$ cat src/rtl/int_wb_pkg.sv
// Shared types and the round-robin picker for the integer writeback arbiter.
package int_wb_pkg;

   localparam int PKG_DATA_W = 32;
   localparam int PKG_PRF_W  = 6;
   localparam int PKG_ROB_W  = 5;
   localparam int MAX_FU     = 16;
   localparam int FU_IDX_W   = 4;

   typedef struct packed {
      logic [PKG_DATA_W-1:0] data;
      logic [PKG_PRF_W-1:0]  dest;
      logic                  wb;
      logic [PKG_ROB_W-1:0]  rob;
   } wb_entry_t;

   typedef struct packed {
      logic                found;
      logic [FU_IDX_W-1:0] idx;
   } rr_pick_t;

   // First set bit of req in the scan order start, start+1, ... mod n.
   function automatic rr_pick_t rr_pick(input logic [MAX_FU-1:0] req,
                                        input logic [FU_IDX_W-1:0] start,
                                        input int n);
      rr_pick_t res;
      int       idx;
      res = '0;
      for (int i = 0; i < MAX_FU; i++) begin
         if (i < n && !res.found) begin
            idx = int'(start) + i;
            if (idx >= n) idx = idx - n;
            if (req[idx[FU_IDX_W-1:0]]) begin
               res.found = 1'b1;
               res.idx   = idx[FU_IDX_W-1:0];
            end
         end
      end
      return res;
   endfunction

endpackage

$ cat src/rtl/int_wb_fifo.sv
// Per-channel result FIFO: power-of-two depth, pointers wrap naturally, flush empties it.
module int_wb_fifo #(
   parameter int FIFO_DEPTH = 2,
   parameter int W          = 8
) (
   input  logic         clk_i,
   input  logic         rst_ni,
   input  logic         flush_i,
   input  logic         push_i,
   input  logic         pop_i,
   input  logic [W-1:0] din_i,
   output logic [W-1:0] head_o,
   output logic         empty_o,
   output logic         full_o
);

   localparam int PW = $clog2(FIFO_DEPTH);

   logic [W-1:0]  mem_q [FIFO_DEPTH];
   logic [PW-1:0] rd_q, rd_d, wr_q, wr_d;
   logic [PW:0]   cnt_q, cnt_d;

   assign empty_o = (cnt_q == '0);
   assign full_o  = (cnt_q == (PW+1)'(FIFO_DEPTH));
   assign head_o  = mem_q[rd_q];

   always_comb begin
      rd_d  = rd_q;
      wr_d  = wr_q;
      cnt_d = cnt_q;
      if (flush_i) begin
         rd_d  = '0;
         wr_d  = '0;
         cnt_d = '0;
      end else begin
         if (push_i) wr_d = wr_q + 1'b1;
         if (pop_i)  rd_d = rd_q + 1'b1;
         case ({push_i, pop_i})
            2'b10:   cnt_d = cnt_q + 1'b1;
            2'b01:   cnt_d = cnt_q - 1'b1;
            default: cnt_d = cnt_q;
         endcase
      end
   end

   always_ff @(posedge clk_i or negedge rst_ni) begin
      if (!rst_ni) begin
         rd_q  <= '0;
         wr_q  <= '0;
         cnt_q <= '0;
      end else begin
         rd_q  <= rd_d;
         wr_q  <= wr_d;
         cnt_q <= cnt_d;
      end
   end

   // Storage needs no reset: an entry is only visible once counted.
   always_ff @(posedge clk_i) begin
      if (push_i && !flush_i) mem_q[wr_q] <= din_i;
   end

endmodule

$ cat src/rtl/int_wb_arbiter.sv
// Merges NUM_FU result channels onto NUM_WB writeback/completion ports with round-robin grant.
// Optional same-cycle bypass of empty channels is enabled by defining INT_WB_BYPASS_EN.
module int_wb_arbiter #(
   parameter int NUM_FU     = 4,
   parameter int NUM_WB     = 2,
   parameter int FIFO_DEPTH = 2,
   parameter int DATA_W     = 32,
   parameter int PRF_W      = 6,
   parameter int ROB_W      = 5
) (
   input  logic                     cpu_clock_i,
   input  logic                     cpu_resetn_i,
   input  logic                     flush_i,
   input  logic [NUM_FU-1:0]        fu_valid_i,
   output logic [NUM_FU-1:0]        fu_ready_o,
   input  logic [NUM_FU*DATA_W-1:0] fu_data_i,
   input  logic [NUM_FU*PRF_W-1:0]  fu_dest_i,
   input  logic [NUM_FU-1:0]        fu_wb_i,
   input  logic [NUM_FU*ROB_W-1:0]  fu_rob_i,
   output logic [NUM_WB-1:0]        wkp_valid_o,
   output logic [NUM_WB*PRF_W-1:0]  wkp_dest_o,
   output logic [NUM_WB-1:0]        wb_wen_o,
   output logic [NUM_WB*DATA_W-1:0] wb_data_o,
   output logic [NUM_WB*PRF_W-1:0]  wb_dest_o,
   output logic [NUM_WB-1:0]        cmp_valid_o,
   output logic [NUM_WB*ROB_W-1:0]  cmp_rob_o
);

   import int_wb_pkg::*;

   localparam int E_W = DATA_W + PRF_W + 1 + ROB_W;

   logic [NUM_FU-1:0]   empty, full, push, pop, cand, byp, gnt;
   logic [E_W-1:0]      head     [NUM_FU];
   logic [E_W-1:0]      in_ent   [NUM_FU];
   logic [E_W-1:0]      cand_ent [NUM_FU];
   logic [NUM_WB-1:0]   port_vld;
   logic [E_W-1:0]      port_ent [NUM_WB];
   logic [MAX_FU-1:0]   req;
   rr_pick_t            pick;

   logic [FU_IDX_W-1:0]      rr_q, rr_d;
   logic [NUM_WB-1:0]        cmp_q, cmp_d, wen_q, wen_d;
   logic [NUM_WB*DATA_W-1:0] data_q;
   logic [NUM_WB*PRF_W-1:0]  dest_q;
   logic [NUM_WB*ROB_W-1:0]  rob_q;

   for (genvar i = 0; i < NUM_FU; i++) begin : g_ch
      assign in_ent[i] = {fu_data_i[i*DATA_W +: DATA_W], fu_dest_i[i*PRF_W +: PRF_W],
                          fu_wb_i[i], fu_rob_i[i*ROB_W +: ROB_W]};
`ifdef INT_WB_BYPASS_EN
      assign byp[i] = empty[i] & fu_valid_i[i];
`else
      assign byp[i] = 1'b0;
`endif
      assign cand[i]     = ~empty[i] | byp[i];
      assign cand_ent[i] = empty[i] ? in_ent[i] : head[i];
      // A bypassed result that wins a port must not also land in the FIFO.
      assign push[i]     = fu_valid_i[i] & ~full[i] & ~flush_i & ~(byp[i] & gnt[i]);
      assign pop[i]      = gnt[i] & ~empty[i];
      assign fu_ready_o[i] = ~full[i];

      int_wb_fifo #(
         .FIFO_DEPTH(FIFO_DEPTH),
         .W         (E_W)
      ) u_fifo (
         .clk_i  (cpu_clock_i),
         .rst_ni (cpu_resetn_i),
         .flush_i(flush_i),
         .push_i (push[i]),
         .pop_i  (pop[i]),
         .din_i  (in_ent[i]),
         .head_o (head[i]),
         .empty_o(empty[i]),
         .full_o (full[i])
      );
   end

   always_comb begin
      req      = MAX_FU'(cand);
      gnt      = '0;
      port_vld = '0;
      rr_d     = rr_q;
      pick     = '0;
      for (int k = 0; k < NUM_WB; k++) begin
         port_ent[k] = '0;
         pick = rr_pick(req, rr_q, NUM_FU);
         if (pick.found) begin
            port_vld[k] = 1'b1;
            req  = req & ~(MAX_FU'(1) << pick.idx);
            rr_d = (pick.idx == FU_IDX_W'(NUM_FU-1)) ? '0 : pick.idx + 1'b1;
            for (int i = 0; i < NUM_FU; i++) begin
               if (pick.idx == FU_IDX_W'(i)) begin
                  gnt[i]      = 1'b1;
                  port_ent[k] = cand_ent[i];
               end
            end
         end
      end
      if (flush_i) begin
         gnt      = '0;
         port_vld = '0;
         rr_d     = rr_q;
      end
   end

   for (genvar k = 0; k < NUM_WB; k++) begin : g_port
      assign wkp_valid_o[k] = port_vld[k] & port_ent[k][ROB_W] &
                              (port_ent[k][ROB_W+1 +: PRF_W] != '0);
      assign wkp_dest_o[k*PRF_W +: PRF_W] = port_ent[k][ROB_W+1 +: PRF_W];
   end

   assign cmp_d = port_vld;
   assign wen_d = wkp_valid_o;

   always_ff @(posedge cpu_clock_i or negedge cpu_resetn_i) begin
      if (!cpu_resetn_i) begin
         rr_q   <= '0;
         cmp_q  <= '0;
         wen_q  <= '0;
         data_q <= '0;
         dest_q <= '0;
         rob_q  <= '0;
      end else begin
         rr_q  <= rr_d;
         cmp_q <= cmp_d;
         wen_q <= wen_d;
         for (int k = 0; k < NUM_WB; k++) begin
            if (port_vld[k]) begin
               data_q[k*DATA_W +: DATA_W] <= port_ent[k][E_W-1 -: DATA_W];
               dest_q[k*PRF_W +: PRF_W]   <= port_ent[k][ROB_W+1 +: PRF_W];
               rob_q[k*ROB_W +: ROB_W]    <= port_ent[k][ROB_W-1:0];
            end
         end
      end
   end

   assign cmp_valid_o = cmp_q;
   assign wb_wen_o    = wen_q;
   assign wb_data_o   = data_q;
   assign wb_dest_o   = dest_q;
   assign cmp_rob_o   = rob_q;

endmodule
$ cat config.mk
export PLATFORM = sky130hd
export DESIGN_NAME = int_wb_arbiter
export DESIGN_NICKNAME = d
export VERILOG_FILES = /design/src/rtl/int_wb_pkg.sv /design/src/rtl/int_wb_fifo.sv /design/src/rtl/int_wb_arbiter.sv
export SDC_FILE = /design/constraint.sdc
export NUM_CORES = 1
export LEC_CHECK = 0
export BUFFER_PORTS_ARGS = -buffer_cell sky130_fd_sc_hd__buf_2
export CORE_AREA = 2 2 255 232
export CTS_BUF_LIST = sky130_fd_sc_hd__clkbuf_16
export DETAILED_ROUTE_END_ITERATION = 10
export DIE_AREA = 0 0 257 234
export MAX_ROUTING_LAYER = met4
export RECOVER_POWER = 50
export SLEW_MARGIN = 20
export SYNTH_ARGS = -nofsm -noshare
export SYNTH_HDL_FRONTEND = slang
export SYNTH_SLANG_ARGS = --single-unit
$ cat constraint.sdc
create_clock -name cpu_clock_i -period 7 [get_ports cpu_clock_i]
set_clock_uncertainty 0.15 [all_clocks]
set_input_delay 0.35 -clock cpu_clock_i [delete_from_list [all_inputs] [get_ports cpu_clock_i]]
set_output_delay 0.35 -clock cpu_clock_i [all_outputs]
set_load 0.02 [all_outputs]
==> qor.yml, run 1 <==
status:
  status: "finished, violations left"
  violations: "capacitance limit, slew limit"
power:
  p_switching_w: 0.00164
  ir_worst_vdd_uv: 177
  p_sw_frac: 0.248
  internal_power_w: 0.00497
  p_leak_nw: 10.2
  power_frac_seq: 0.469
  power_w: 0.00661
  power.density_mw_per_mm2: 233
  p_comb_frac: 0.112
  pwr-share-clk: 0.419
die:
  core_mm2: 0.0577
  start_util: 0.394
  fp.dieH_um: 234
  die-area_mm2: 0.0601
  row_count: 84
  io_pins: 291
  die_x_um: 257
critical_path:
  r2r_start: "rr_q[1]$_DFFE_PN0P_"
  cp.required_ns: 6.50
  cpMaxStageDelayCell: "dfrtp_1"
  worstPathMaxFanout: 14
  reg2reg_slack_ns: 1.01
  path_class: "flop to output pin"
  reg2reg_to: "wb_data_o[53]$_DFFE_PN0P_"
  cp_common_cell: "buf_4"
  cp_data_arrival_time_ns: 6.28
  cp-end-kind: "output pin"
  startpoint: "rr_q[1]$_DFFE_PN0P_"
  crit_end: "wkp_valid_o[1]"
  ff2ff_path_depth: 25
  crit_path_start_kind: "flop"
  critPathMaxStageDelay_ns: 0.39
route:
  via_per_inst: 5.38
  drtAntennaViolNets: 0
  wire_per_inst_um: 22.2
  dr.pass1.iters: 6
  drt_iter0_markers: 1322
  route.detailed.drc: 0
  wl_mm: 70.4
  dr_total_vias: 17100
clock_network:
  path_clk_slew_ns: 0.06
  cts-root-buf: "clkbuf_16"
  cts_num_sinks: 462
  insertion_delay_ns: 0.59
  cts_inserted_buffers: 52
  htree_levels: 2
  cts_max_path_buffers: 3
  cts_tree: "yes"
synth:
  avgSynthCellArea_um2: 11.9
  synthesis.nets: 2118
  yosys.area.top_type: "edfxtp_1"
  synth_common_cells: "edfxtp_1, mux2i_1, o21ai_0"
  synthCells: 1918
  synth-edff-count: 352
  synth.top_cell.area_share: 0.465
  postSynth.asyncResetShare: 0.238
  synth-seq-cells: 462
  synthFlopType: "edfxtp_1"
  synth.most_common_cell: "edfxtp_1"
  seq_area_frac_synth: 0.586
  synthTopCellsByArea: "edfxtp_1, dfrtp_1, mux2i_1"
  syn_area_mm2: 0.0227
  yosysWarningCount: 0
  yosysUniqueCellTypes: 87
global_routing:
  grt_first_pass_wirelength_mm: 105
  grt_start_max_net_pins: 86
  grt.overflow.total: 0
  grt_pass1_vias: 17000
  track_usage: 0.238
  antenna_found_initial: 13
placed_design:
  routabilityCongestion: 0.848
  dpl.hpwl_mm: 46.3
  portBuffers: 290
  dp_slack_ns: 0.120
  place_area_mm2: 0.0250
timing:
  setup_viol: 0
  finalCritPeriodShare: 0.969
  fmax_mhz: 147
  tightest_slew_ns: 3.81
  layout_setup_ws_ns: 0.217
  layout_min_cycle_time_ns: 6.78
  hold_viol_final: 0
  report.final.slew_viol_count: 113
  tns_ns: 0
  slew_headroom: -1.54
finish:
  nets: 2543
  register_area_mm2: 0.0133
  area_growth_pct: 24.5
  final_area_mm2: 0.0283
  fin_util: 0.491
  drive_above_1_share: 0.123
  fillers: 5293
  multi_input_area_mm2: 0.00886
worst_hold_path:
  min_path_type: "input port to flop"
job:
  timing.max_cap.violations: 2
[power by group through the flow]
stage                     Sequential, W  Combinational, W  Clock, W
after floorplan                 0.00315          0.000402         0
after global placement          0.00315          0.000653         0
after detailed placement        0.00315          0.000666         0
after CTS                       0.00310          0.000756   0.00284
after global routing            0.00310          0.000820   0.00295
final                           0.00310          0.000744   0.00277
[area by class of cell]
type,instances,area share
well taps,774,0.0342
inverters,17,0.00225
multi-input cells,1286,0.313
diodes,13,0.00115
clock inverters,44,0.0144
clock buffers,53,0.0468
flip-flops and latches,462,0.471
repair buffers,524,0.118
[stage by stage]
step	hold WS (ns)	instances
after floorplan	-0.0956	1918
after global placement	0.227	2879
after detailed placement	0.237	2879
after CTS	0.0343	3158
after global routing	0.0672	3172
final	0.0711	3173
[layer usage]
layer / share of wire / global-route usage / vias up
met5: 0 / - / -
met4: 0.034 / 0.0879 / 0
met3: 0.063 / 0.0410 / 131
met2: 0.45 / 0.364 / 574
met1: 0.45 / 0.319 / 8339
li1: - / - / 8029
[registers in the layout (all words and copies together) (netlist names)]
name and count:
wb_wen_o 2, cmp_rob_o 10, cmp_valid_o 2, g_ch.u_fifo.wr_q 4
wb_dest_o 12, g_ch.u_fifo.mem_q 352, g_ch.u_fifo.cnt_q 8, g_ch.u_fifo.rd_q 4
wb_data_o 64, rr_q 4
[how the worst min path moves through the flow]
stage	startpoint	endpoint	slack (ns)	cells past startpoint
floorplan	cpu_resetn_i	cmp_rob_o[0]$_DFFE_PN0P_	-0.1	0
global placement	cpu_resetn_i	g_ch[1].u_fifo.wr_q$_DFFE_PN0P_	0.23	1
detailed placement	cpu_resetn_i	g_ch[1].u_fifo.wr_q$_DFFE_PN0P_	0.24	1
CTS	fu_valid_i[2]	g_ch[2].u_fifo.cnt_q[1]$_DFFE_PN0P_	0.03	3
global route	fu_valid_i[2]	g_ch[2].u_fifo.cnt_q[1]$_DFFE_PN0P_	0.07	3
finish	fu_valid_i[2]	g_ch[2].u_fifo.cnt_q[1]$_DFFE_PN0P_	0.07	3
[kinds of logic (layout without fill, tap and decap cells)]
family	count (synthesis)	after routing	synth area share
compound gates	503	503	0.137
xor+xnor	10	10	0.00418
fa+ha+maj	17	17	0.00935
buf+inv	170	638	0.0334
flops	462	462	0.586
mux	333	333	0.150
other cells	1	14	0.000165
simple gates	422	422	0.0800
[cells in the final DEF (no fill, tap or decap), types with 6 or more instances in the layout]
cell,Yosys,layout
mux2_2,56,56
nand2_1,160,159
nor2b_1,12,11
mux2i_1,275,275
o21ai_0,187,183
o221ai_1,37,37
diode_2,0,13
inv_1,13,19
or2_2,9,9
dlygate4sd3_1,0,180
nand2b_1,9,9
dfrtp_1,110,105
a2111oi_2,6,6
clkinv_1,3,12
nand3_1,7,7
o21ai_1,6,6
a21oi_1,155,154
nor2_1,178,175
clkbuf_1,84,267
bufinv_16,0,7
buf_2,20,22
ha_1,17,13
o211ai_1,40,40
buf_4,16,53
a211oi_1,13,10
clkinv_2,0,10
clkbuf_16,0,53
edfxtp_1,352,352
nor3_1,13,10
[worst max-delay path, delay by kind of cell (launching register included)]
family,cells,cell delay [ns]
compound gates,16,3.06
fa+ha+maj,4,0.93
buf+inv,4,0.65
simple gates,3,0.43
flops,1,0.39
xor+xnor,1,0.21
[timing repair]
item | 4_1_cts | 5_1_grt
hold buffers | 180 | 0
endpoints found under the hold margin | 414 | 0
setup buffers | 2 | 2
setup endpoints to repair | 7 | 6
resized for setup | 10 | 14
pin swaps | 2 | 4
No activity file was read; power rests on OpenSTA's default activity.
==> run 2, diff against run 1 <==
--- a/config.mk
+++ b/config.mk
@@ -6,10 +6,10 @@
 export NUM_CORES = 1
 export LEC_CHECK = 0
 export BUFFER_PORTS_ARGS = -buffer_cell sky130_fd_sc_hd__buf_2
-export CORE_AREA = 2 2 255 232
+export CORE_AREA = 2 2 294 267
 export CTS_BUF_LIST = sky130_fd_sc_hd__clkbuf_16
 export DETAILED_ROUTE_END_ITERATION = 10
-export DIE_AREA = 0 0 257 234
+export DIE_AREA = 0 0 296 269
 export MAX_ROUTING_LAYER = met4
 export RECOVER_POWER = 50
 export SLEW_MARGIN = 20
==> run 2 against run 1 <==
- the run still ends with capacitance limit, slew limit left
- count of clock-buffer cells in the layout stayed put
- sequential power about the same
- first-iteration DRC count is 9.8% higher
- via count grew 2.6%
- worst setup slack improved by 0.097 ns
- critical path depth grew 2
- sequential cell count unchanged
- global-route usage decreased by 4.6 points
- combinational power rose by 2%
==> qor.yml, run 2 (same netlist as run 1, synthesis figures left out) <==
die:
  io_pins: 291
  core_mm2: 0.0769
  die-area_mm2: 0.0796
  row_count: 97
  die_x_um: 296
  fp.dieH_um: 269
  start_util: 0.296
critical_path:
  cpMaxStageDelayCell: "or4_4"
  path_class: "flop to output pin"
  cp_data_arrival_time_ns: 6.19
  critPathMaxStageDelay_ns: 0.54
  cp_common_cell: "ha_1"
  cp-end-kind: "output pin"
  reg2reg_slack_ns: 0.85
  crit_path_start_kind: "flop"
  cp.required_ns: 6.50
  ff2ff_path_depth: 28
  worstPathMaxFanout: 7
placed_design:
  dpl.hpwl_mm: 51.4
  routabilityCongestion: 0.853
  dp_slack_ns: 0.0912
  portBuffers: 290
route:
  wl_mm: 76.5
  wire_per_inst_um: 22.2
  via_per_inst: 5.08
  wl_met3_mm: 4.55
  dr_total_vias: 17500
  drt_iter0_markers: 1451
  wl_met2_mm: 35.4
  route.detailed.drc: 0
  wl_met1_mm: 34.2
  drtAntennaViolNets: 0
  top_layer: "met4"
  dr.pass1.iters: 7
timing:
  setup_viol: 0
  layout_min_cycle_time_ns: 6.69
  report.final.slew_viol_count: 62
  tns_ns: 0
  layout_setup_ws_ns: 0.315
  hold_viol_final: 0
  fmax_mhz: 150
  finalCritPeriodShare: 0.955
  holdWs_ns: 0.0391
  tightest_slew_ns: 4.12
  slew_headroom: -1.74
clock_network:
  cts_inserted_buffers: 53
  cts_tree: "yes"
  htree_levels: 2
  cts_max_path_buffers: 3
  cts_num_sinks: 462
  path_clk_slew_ns: 0.07
  insertion_delay_ns: 0.59
  cts-root-buf: "clkbuf_16"
global_routing:
  grt_pass1_vias: 17400
  grt_first_pass_wirelength_mm: 112
  grt.overflow.total: 0
  track_usage: 0.193
  antenna_found_initial: 9
  grt_start_max_net_pins: 87
finish:
  layout_commonest_cell: "edfxtp_1"
  nets: 2558
  multi_input_area_mm2: 0.00887
  largest_reg_flops: 352
  layout_common_cells: "edfxtp_1, mux2i_1, clkbuf_1"
  fillers: 7657
  drive_above_1_share: 0.130
  register_area_mm2: 0.0133
  regMostFlops: "g_ch.u_fifo.mem_q"
  area_growth_pct: 26.5
power:
  ir_worst_vdd_uv: 176
  p_leak_nw: 10.3
  p_switching_w: 0.00167
  pwr-share-clk: 0.422
  power.density_mw_per_mm2: 232
  internal_power_w: 0.00500
  p_sw_frac: 0.250
  p_comb_frac: 0.114
  power_frac_seq: 0.464
worst_hold_path:
  holdPathStages: 3
  min_path_type: "input port to flop"
status:
  status: "finished, violations left"
  violations: "capacitance limit, slew limit"
job:
  timing.max_cap.violations: 1
## run 2: changes by cell type in the layout (fill, tap and decap cells not counted), sizes merged
cell         before  now
buf              76   91
bufinv            7    8
clkinv           25   27
clkinvlp          4    3
diode            13   10
dlygate4sd3     180  179
inv              25   23
## run 2: final timing paths
path	startpoint	end
min in group asynchronous	cpu_resetn_i	cmp_rob_o[3]$_DFFE_PN0P_
max in group asynchronous	cpu_resetn_i	g_ch[0].u_fifo.rd_q$_DFFE_PN0P_
worst min-delay path	fu_valid_i[3]	g_ch[3].u_fifo.cnt_q[0]$_DFFE_PN0P_
worst max register to register	rr_q[1]$_DFFE_PN0P_	wb_data_o[35]$_DFFE_PN0P_
worst max-delay path	rr_q[1]$_DFFE_PN0P_	wkp_valid_o[1]
worst min register to register	wb_data_o[5]$_DFFE_PN0P_	wb_data_o[5]$_DFFE_PN0P_
## run 2: power groups by stage
stage | combinational, W | sequential (W) | clock [W]
floorplan | 0.000402 | 0.00315 | 0
CTS | 0.000771 | 0.00310 | 0.00287
global route | 0.000838 | 0.00311 | 0.00297
finish | 0.000761 | 0.00310 | 0.00281
global placement | 0.000662 | 0.00315 | 0
detailed placement | 0.000677 | 0.00315 | 0
## run 2: layout make-up
class,count,area share
sequential,462,0.464
multi-input combinational,1286,0.308
timing repair buffer,538,0.119
clock buffer,53,0.0461
tap,1039,0.0452
clock inverter,44,0.0144
inverter,17,0.00222
antenna,10,0.000870
## run 2: critical path: cells and delay by family, from the launching register on
kind	cells	cell delay (ns)
adder cells (fa/ha/maj)	4	0.90
buffers and inverters	5	0.62
AND/OR/NAND/NOR	6	1.16
XOR/XNOR	1	0.11
AO/OA/AOI/OAI	14	2.36
flip-flops	1	0.44
## run 2: per-layer routing
metal,global-route usage,vias to the layer above
li1,-,8058
met4,0.0612,0
met1,0.256,8667
met5,-,-
met3,0.0293,140
met2,0.303,645
## run 2: through the flow
stage / instances / total power, W / utilization / area (um^2)
floorplan: 1918 / 0.00355 / - / 22800
global placement: 3151 / 0.00381 / 0.330 / 25400
detailed placement: 3151 / 0.00383 / 0.330 / 25400
CTS: 3429 / 0.00673 / 0.376 / 29000
global route: 3448 / 0.00692 / 0.374 / 28800
finish: 3449 / 0.00667 / 0.374 / 28800
## run 2: repair_timing
action / CTS / global route
resized for setup: 14 / 19
hold buffers: 179 / 0
pin swaps: 3 / 7
buffers inserted: 2 / 10
gates cloned: 0 / 0
hold endpoints to repair: 414 / 0
endpoints found under the setup margin: 7 / 7
